File: src/rtl/fifo_arb_pkg.sv
// Shared constants and state encoding for the FIFO write-port arbiter.
// The FIFO_ARB_WORD_CNT_EN build option is handled in fifo_wr_arbiter.
package fifo_arb_pkg;

  localparam int DEF_N_REQ     = 4;
  localparam int DEF_WIDTH     = 8;
  localparam int DEF_BURST_MAX = 4;

  typedef logic [0:0] arb_state_t;

  localparam arb_state_t ARB_IDLE  = 1'b0;
  localparam arb_state_t ARB_GRANT = 1'b1;

  // A single-word burst still needs a 1-bit counter.
  function automatic int burst_cnt_w(input int burst_max);
    return (burst_max > 1) ? $clog2(burst_max) : 1;
  endfunction

  localparam int BURST_CNT_W = burst_cnt_w(DEF_BURST_MAX);

endpackage

File: src/rtl/fifo_wr_arbiter_rr_pick.sv
// Combinational round-robin picker: first set mask bit strictly after ptr,
// wrapping, so the requester at ptr itself is considered last.
module rr_pick #(
  parameter int N     = 4,
  parameter int IDX_W = (N > 1) ? $clog2(N) : 1
) (
  input  logic [N-1:0]     mask,
  input  logic [IDX_W-1:0] ptr,
  output logic [N-1:0]     onehot,
  output logic [IDX_W-1:0] idx,
  output logic             valid
);

  int               pos;
  logic [IDX_W-1:0] cand;

  always_comb begin
    // NOTE: every output gets a default before the search so no latch is inferred.
    onehot = '0;
    idx    = '0;
    valid  = 1'b0;
    pos    = 0;
    cand   = '0;
    for (int k = 1; k <= N; k++) begin
      pos  = (int'(ptr) + k) % N;
      cand = IDX_W'(pos);
      if (!valid && mask[cand]) begin
        valid        = 1'b1;
        idx          = cand;
        onehot[cand] = 1'b1;
      end
    end
  end

endmodule

File: src/rtl/fifo_wr_arbiter.sv
// Round-robin arbiter sharing the async FIFO write port among N_REQ requesters.
// Define FIFO_ARB_WORD_CNT_EN to add the saturating WORD_CNT output.
module fifo_wr_arbiter
  import fifo_arb_pkg::*;
#(
  parameter int N_REQ     = DEF_N_REQ,
  parameter int WIDTH     = DEF_WIDTH,
  parameter int BURST_MAX = DEF_BURST_MAX,
  parameter int CNT_W     = 16
) (
  input  logic                   CLK,
  input  logic                   RST,
  input  logic [N_REQ-1:0]       REQ,
  input  logic [N_REQ*WIDTH-1:0] REQ_DATA,
  input  logic [N_REQ-1:0]       REQ_LAST,
  input  logic                   FULL_FLAG,
  output logic [N_REQ-1:0]       GNT,
  output logic                   WR_EN,
  output logic [WIDTH-1:0]       DATA_IN,
  output logic                   BUSY
`ifdef FIFO_ARB_WORD_CNT_EN
  ,
  output logic [CNT_W-1:0]       WORD_CNT
`endif
);

  localparam int IDX_W = (N_REQ > 1) ? $clog2(N_REQ) : 1;
  localparam int BCW   = burst_cnt_w(BURST_MAX);

  localparam logic [BCW-1:0]   CNT_LAST = BCW'(BURST_MAX - 1);
  localparam logic [IDX_W-1:0] PTR_INIT = IDX_W'(N_REQ - 1);

  arb_state_t       state;
  logic [IDX_W-1:0] own;
  logic [IDX_W-1:0] ptr;
  logic [BCW-1:0]   cnt;

  logic             granted;
  logic             acc;
  logic             burst_end;
  logic             owner_gone;
  logic             rel;
  logic [N_REQ-1:0] pick_mask;
  logic [IDX_W-1:0] pick_ptr;
  logic [N_REQ-1:0] pick_onehot;
  logic [IDX_W-1:0] pick_idx;
  logic             pick_valid;

  always_comb begin
    granted    = (state == ARB_GRANT);
    acc        = granted & REQ[own] & GNT[own] & ~FULL_FLAG & ~RST;
    burst_end  = acc & (REQ_LAST[own] | (cnt == CNT_LAST));
    owner_gone = granted & ~REQ[own];
    rel        = burst_end | owner_gone;
    // On release the owner is masked out and the search restarts just after it.
    pick_mask  = granted ? (REQ & ~GNT) : REQ;
    pick_ptr   = granted ? own : ptr;
  end

  rr_pick #(
    .N     (N_REQ),
    .IDX_W (IDX_W)
  ) u_pick (
    .mask   (pick_mask),
    .ptr    (pick_ptr),
    .onehot (pick_onehot),
    .idx    (pick_idx),
    .valid  (pick_valid)
  );

  assign WR_EN   = acc;
  assign DATA_IN = granted ? REQ_DATA[int'(own)*WIDTH +: WIDTH] : '0;
  assign BUSY    = granted;

  always_ff @(posedge CLK) begin
    // NOTE: sequential state uses non-blocking assignments only.
    if (RST) begin
      state <= ARB_IDLE;
      GNT   <= '0;
      own   <= '0;
      ptr   <= PTR_INIT;
      cnt   <= '0;
    end else if (state == ARB_IDLE) begin
      if (pick_valid) begin
        state <= ARB_GRANT;
        GNT   <= pick_onehot;
        own   <= pick_idx;
        cnt   <= '0;
      end
    end else if (rel) begin
      ptr <= own;
      cnt <= '0;
      if (pick_valid) begin
        GNT <= pick_onehot;
        own <= pick_idx;
      end else begin
        state <= ARB_IDLE;
        GNT   <= '0;
      end
    end else if (acc) begin
      cnt <= cnt + 1'b1;
    end
  end

`ifdef FIFO_ARB_WORD_CNT_EN
  always_ff @(posedge CLK) begin
    if (RST) begin
      WORD_CNT <= '0;
    end else if (acc && (WORD_CNT != '1)) begin
      WORD_CNT <= WORD_CNT + 1'b1;
    end
  end
`endif

endmodule

File: config.mk
export PLATFORM = sky130hd
export DESIGN_NAME = fifo_wr_arbiter
export DESIGN_NICKNAME = d
export VERILOG_FILES = /design/src/rtl/fifo_arb_pkg.sv /design/src/rtl/fifo_wr_arbiter_rr_pick.sv /design/src/rtl/fifo_wr_arbiter.sv
export SDC_FILE = /design/constraint.sdc
export NUM_CORES = 1
export LEC_CHECK = 0
export CAP_MARGIN = 25
export CORE_MARGIN = 1
export CORE_UTILIZATION = 36
export CTS_BUF_LIST = sky130_fd_sc_hd__clkbuf_4 sky130_fd_sc_hd__clkbuf_8
export DETAILED_ROUTE_END_ITERATION = 8
export GPL_TIMING_DRIVEN = 0
export PLACE_DENSITY = 0.72
export SYNTH_ARGS = -nofsm -noshare
export SYNTH_HDL_FRONTEND = slang
export SYNTH_SLANG_ARGS = --single-unit
export TNS_END_PERCENT = 10
File: constraint.sdc
create_clock -name CLK -period 4.8 [get_ports CLK]
set_clock_uncertainty 0.1 [all_clocks]
set_input_delay 1.44 -clock CLK [delete_from_list [all_inputs] [get_ports CLK]]
set_output_delay 1.44 -clock CLK [all_outputs]
set_load 0.03 [all_outputs]
==> flow_summary_export.csv <==
group,metric,value,unit
critical_path,worstPathCellList,"clkdlybuf4s50_1 -> mux4_2 -> and2_1 -> clkdlybuf4s50_1",
routing,wl,3960,um
timing,setup_viol,0,
grt,top_usage_layer,"met2",
critical_path,crit_fanout,1,
grt,antenna_found_initial,0,
critical_path,crit_arrival,3.08,ns
clock_network,cts_tree,"built",
grt,overflow,0,
critical_path,slowest_stage,"clkdlybuf4s50_1",
grt,grtUsageMet3,0.0344,
routing,drc,0,
clock_network,cts_resized,0,
power,p_leak,0.772,nW
grt,use_met1,0.251,
run,maxCapViolCount,0,
placement,gp_congestion,0.866,
final_layout,stdcell_area,2020,um^2
grt,grt_max_degree,13,
routing,first_pass_iters,4,
floorplan,die_y,63.3,um
grt,grt_usage,0.203,
critical_path,crit_path_end_kind,"output port",
yosys,ys_seq_area_frac,0.163,
routing,drt_iter0_drc,38,
critical_path,critPathLaunchType,"primary input",
timing,hold_viol,0,
routing,vias,1396,
final_layout,n_antenna_cell,0,
status,status,"complete, no violations",
clock_network,clockRootBuffer,"clkbuf_8",
min_path,hold_path.class,"flop to flop",
final_layout,syn2layout_area_growth,49.4,%
timing,period_minus_slack,4.62,ns
yosys,synthArstFlopShare,0,
yosys,synth.net_count,186,
yosys,ys_types,40,
clock_network,cts.path.max_buffers,2,
timing,tightest_slew,0.712,ns
yosys,synth_top_cell_by_area,"mux4_2",
floorplan,std_cell_rows,21,
grt,met2_usage,0.352,
floorplan,die_area,4000,um^2
yosys,syn_area_per_cell,10.1,um^2
yosys,synth-seq-cells,11,
yosys,synth_edf_count,0,
floorplan,core,3470,um^2
grt,grt_pass1_wl,6480,um
yosys,netlist_area,1350,um^2
critical_path,path_buf_inv,2,
clock_network,hold_buffers,0,
final_layout,final_nets,247,
clock_network,cts_made_buffers,3,
yosys,synth_flop_cell,"dfxtp_1",
min_path,min_from,"cnt[0]",
yosys,syn_inst,134,
routing,antenna_left,0,
clock_network,h-tree-depth,1,
clock_network,clk_pin_slew_worst_paths,0.05,ns
floorplan,start_util,0.390,
critical_path,cp-startpoint,"REQ_DATA[30]",
final_layout,drive_above_1_share,0.149,
routing,wire_per_inst,16.5,um
clock_network,clock_latency,0.24,ns
placement,placed_area,1970,um^2
placement,portBuffers,56,
timing,tns,0,ns
critical_path,crit_path_frequent_cell,"clkdlybuf4s50_1",
placement,dpl_worst_slack,0.0701,ns
clock_network,clkSinkCount,11,
yosys,yosysTopAreaCellShare,0.200,
timing,rsz0062_at_grt,"false",
critical_path,path_delay_family,"buffers and inverters",
timing,setup_ws,0.183,ns
final_layout,num-fill-cells,316,
floorplan,ios,57,
timing,slew_headroom,0.525,
yosys,yosysWarnings,0,
power,ir_worst_vdd,0.000182,V
timing,slew_viol_final,0,
floorplan,die-width,63.3,um
critical_path,critPathKind,"primary input to output port",
yosys,synthTopCellsByArea,"mux4_2, dfxtp_1, ha_1, mux4_1, and2_1",
grt,grt_pass1_vias,1412,
critical_path,r2r_start,"BUSY",
timing,fin_crit_sh,0.962,
routing,routed_via_density,5.82,
critical_path,crit_required,3.26,ns
clock_network,cts_setup_buffers,0,
placement,dpl.hpwl,3130,um
power,power_density,397,nW/um^2
timing,fmax,217,MHz
critical_path,max_stage_delay,0.58,ns
==> sequential cells by signal, summed over array words and instances, names as in the netlist <==
| register | cells |
|---|---|
| cnt | 2 |
| GNT | 4 |
| own | 2 |
| BUSY | 1 |
| ptr | 2 |
==> cell usage in the layout (no fill, tap or decap), drive strengths merged <==
cell and instances:
a211o 1, dfxtp 11, o21a 1, nor3b 1, dlymetal6s2s 1, o21ai 3, buf 4, a21oi 4
nand2b 1, clkbuf 6, clkdlybuf4s50 55, o211a 1, nand3 5, a31oi 1, a221o 4, or3 1
nand2 12, o2111ai 1, a311oi 4, and2 10, o211ai 1, a2bb2oi 1, inv 4, nor4 3
nor3 2, mux4 15, nor2 9, and3 1, or2 1, o22ai 2, mux2i 7, a21boi 5
clkinv 1, a21bo 4, nand4 1, a32oi 1, ha 9
==> worst reg2reg max path, cell delays in order, from the launching register on <==
cell      delay (ns)
dfxtp_1         0.34
buf_6           0.14
mux2i_2         0.56
inv_1           0.32
mux4_1          0.41
nand3_1         0.11
a311oi_1        0.34
a221o_1         0.16
==> final cells by class <==
type / instances / area, um^2 / area share
plain buffers: 7 / 52.6 / 0.0260
clock buffers: 3 / 41.3 / 0.0205
clock inverters: 1 / 5.00 / 0.00248
inverters: 4 / 17.5 / 0.00868
multi-input cells: 112 / 1060 / 0.526
flip-flops and latches: 11 / 220 / 0.109
well taps: 46 / 57.6 / 0.0285
repair buffers: 56 / 563 / 0.279
==> kinds of logic after synthesis <==
kind of cell    share of synthesized area
simple gates                        0.173
compound gates                      0.206
mux                                 0.322
buf+inv                            0.0519
flops                               0.163
fa+ha+maj                          0.0833
==> Yosys cell counts, types with 2 or more instances <==
cell type / n
and2_1: 10
nand3_1: 5
dfxtp_1: 11
a21bo_2: 4
inv_1: 3
o21ai_0: 3
ha_1: 9
mux4_2: 12
a311oi_1: 4
mux4_1: 3
mux2i_1: 5
o22ai_1: 2
nor3_1: 2
a21oi_1: 4
a221o_1: 4
clkbuf_1: 3
nor2_1: 9
a21boi_0: 4
buf_6: 3
nand2_1: 12
nor4_1: 3
==> path summary, 6_finish.rpt <==
path                endpoint  slack [ns]  cells past startpoint
hold / removal        cnt[0]        0.39                      2
setup / recovery  DATA_IN[6]        0.18                      4
hold reg to reg       cnt[0]        0.39                      2
setup reg to reg      GNT[3]        2.27                      7
==> stage by stage <==
| step | hold slack (ns) | util | instances | power, W |
|---|---|---|---|---|
| floorplan | 0.343 | - | 134 | 0.000540 |
| global placement | 0.360 | 0.568 | 236 | 0.000695 |
| detailed placement | 0.388 | 0.568 | 236 | 0.000705 |
| finish | 0.389 | 0.582 | 240 | 0.000800 |
| CTS | 0.395 | 0.581 | 240 | 0.000798 |
| global route | 0.435 | 0.582 | 240 | 0.000851 |
==> power breakdown <==
| group | internal (W) | switching (W) |
|---|---|---|
| Clock | 0.0000570 | 0.0000356 |
| Combinational | 0.000275 | 0.000286 |
| Sequential | 0.000115 | 0.0000316 |
==> per-layer routing <==
layer  up-vias  part of all wire
li1        653                 -
met1       661              0.45
met2        77              0.45
met3         5             0.083
met4         0             0.013
met5         -                 0
Power figures use the tool's default switching activity.
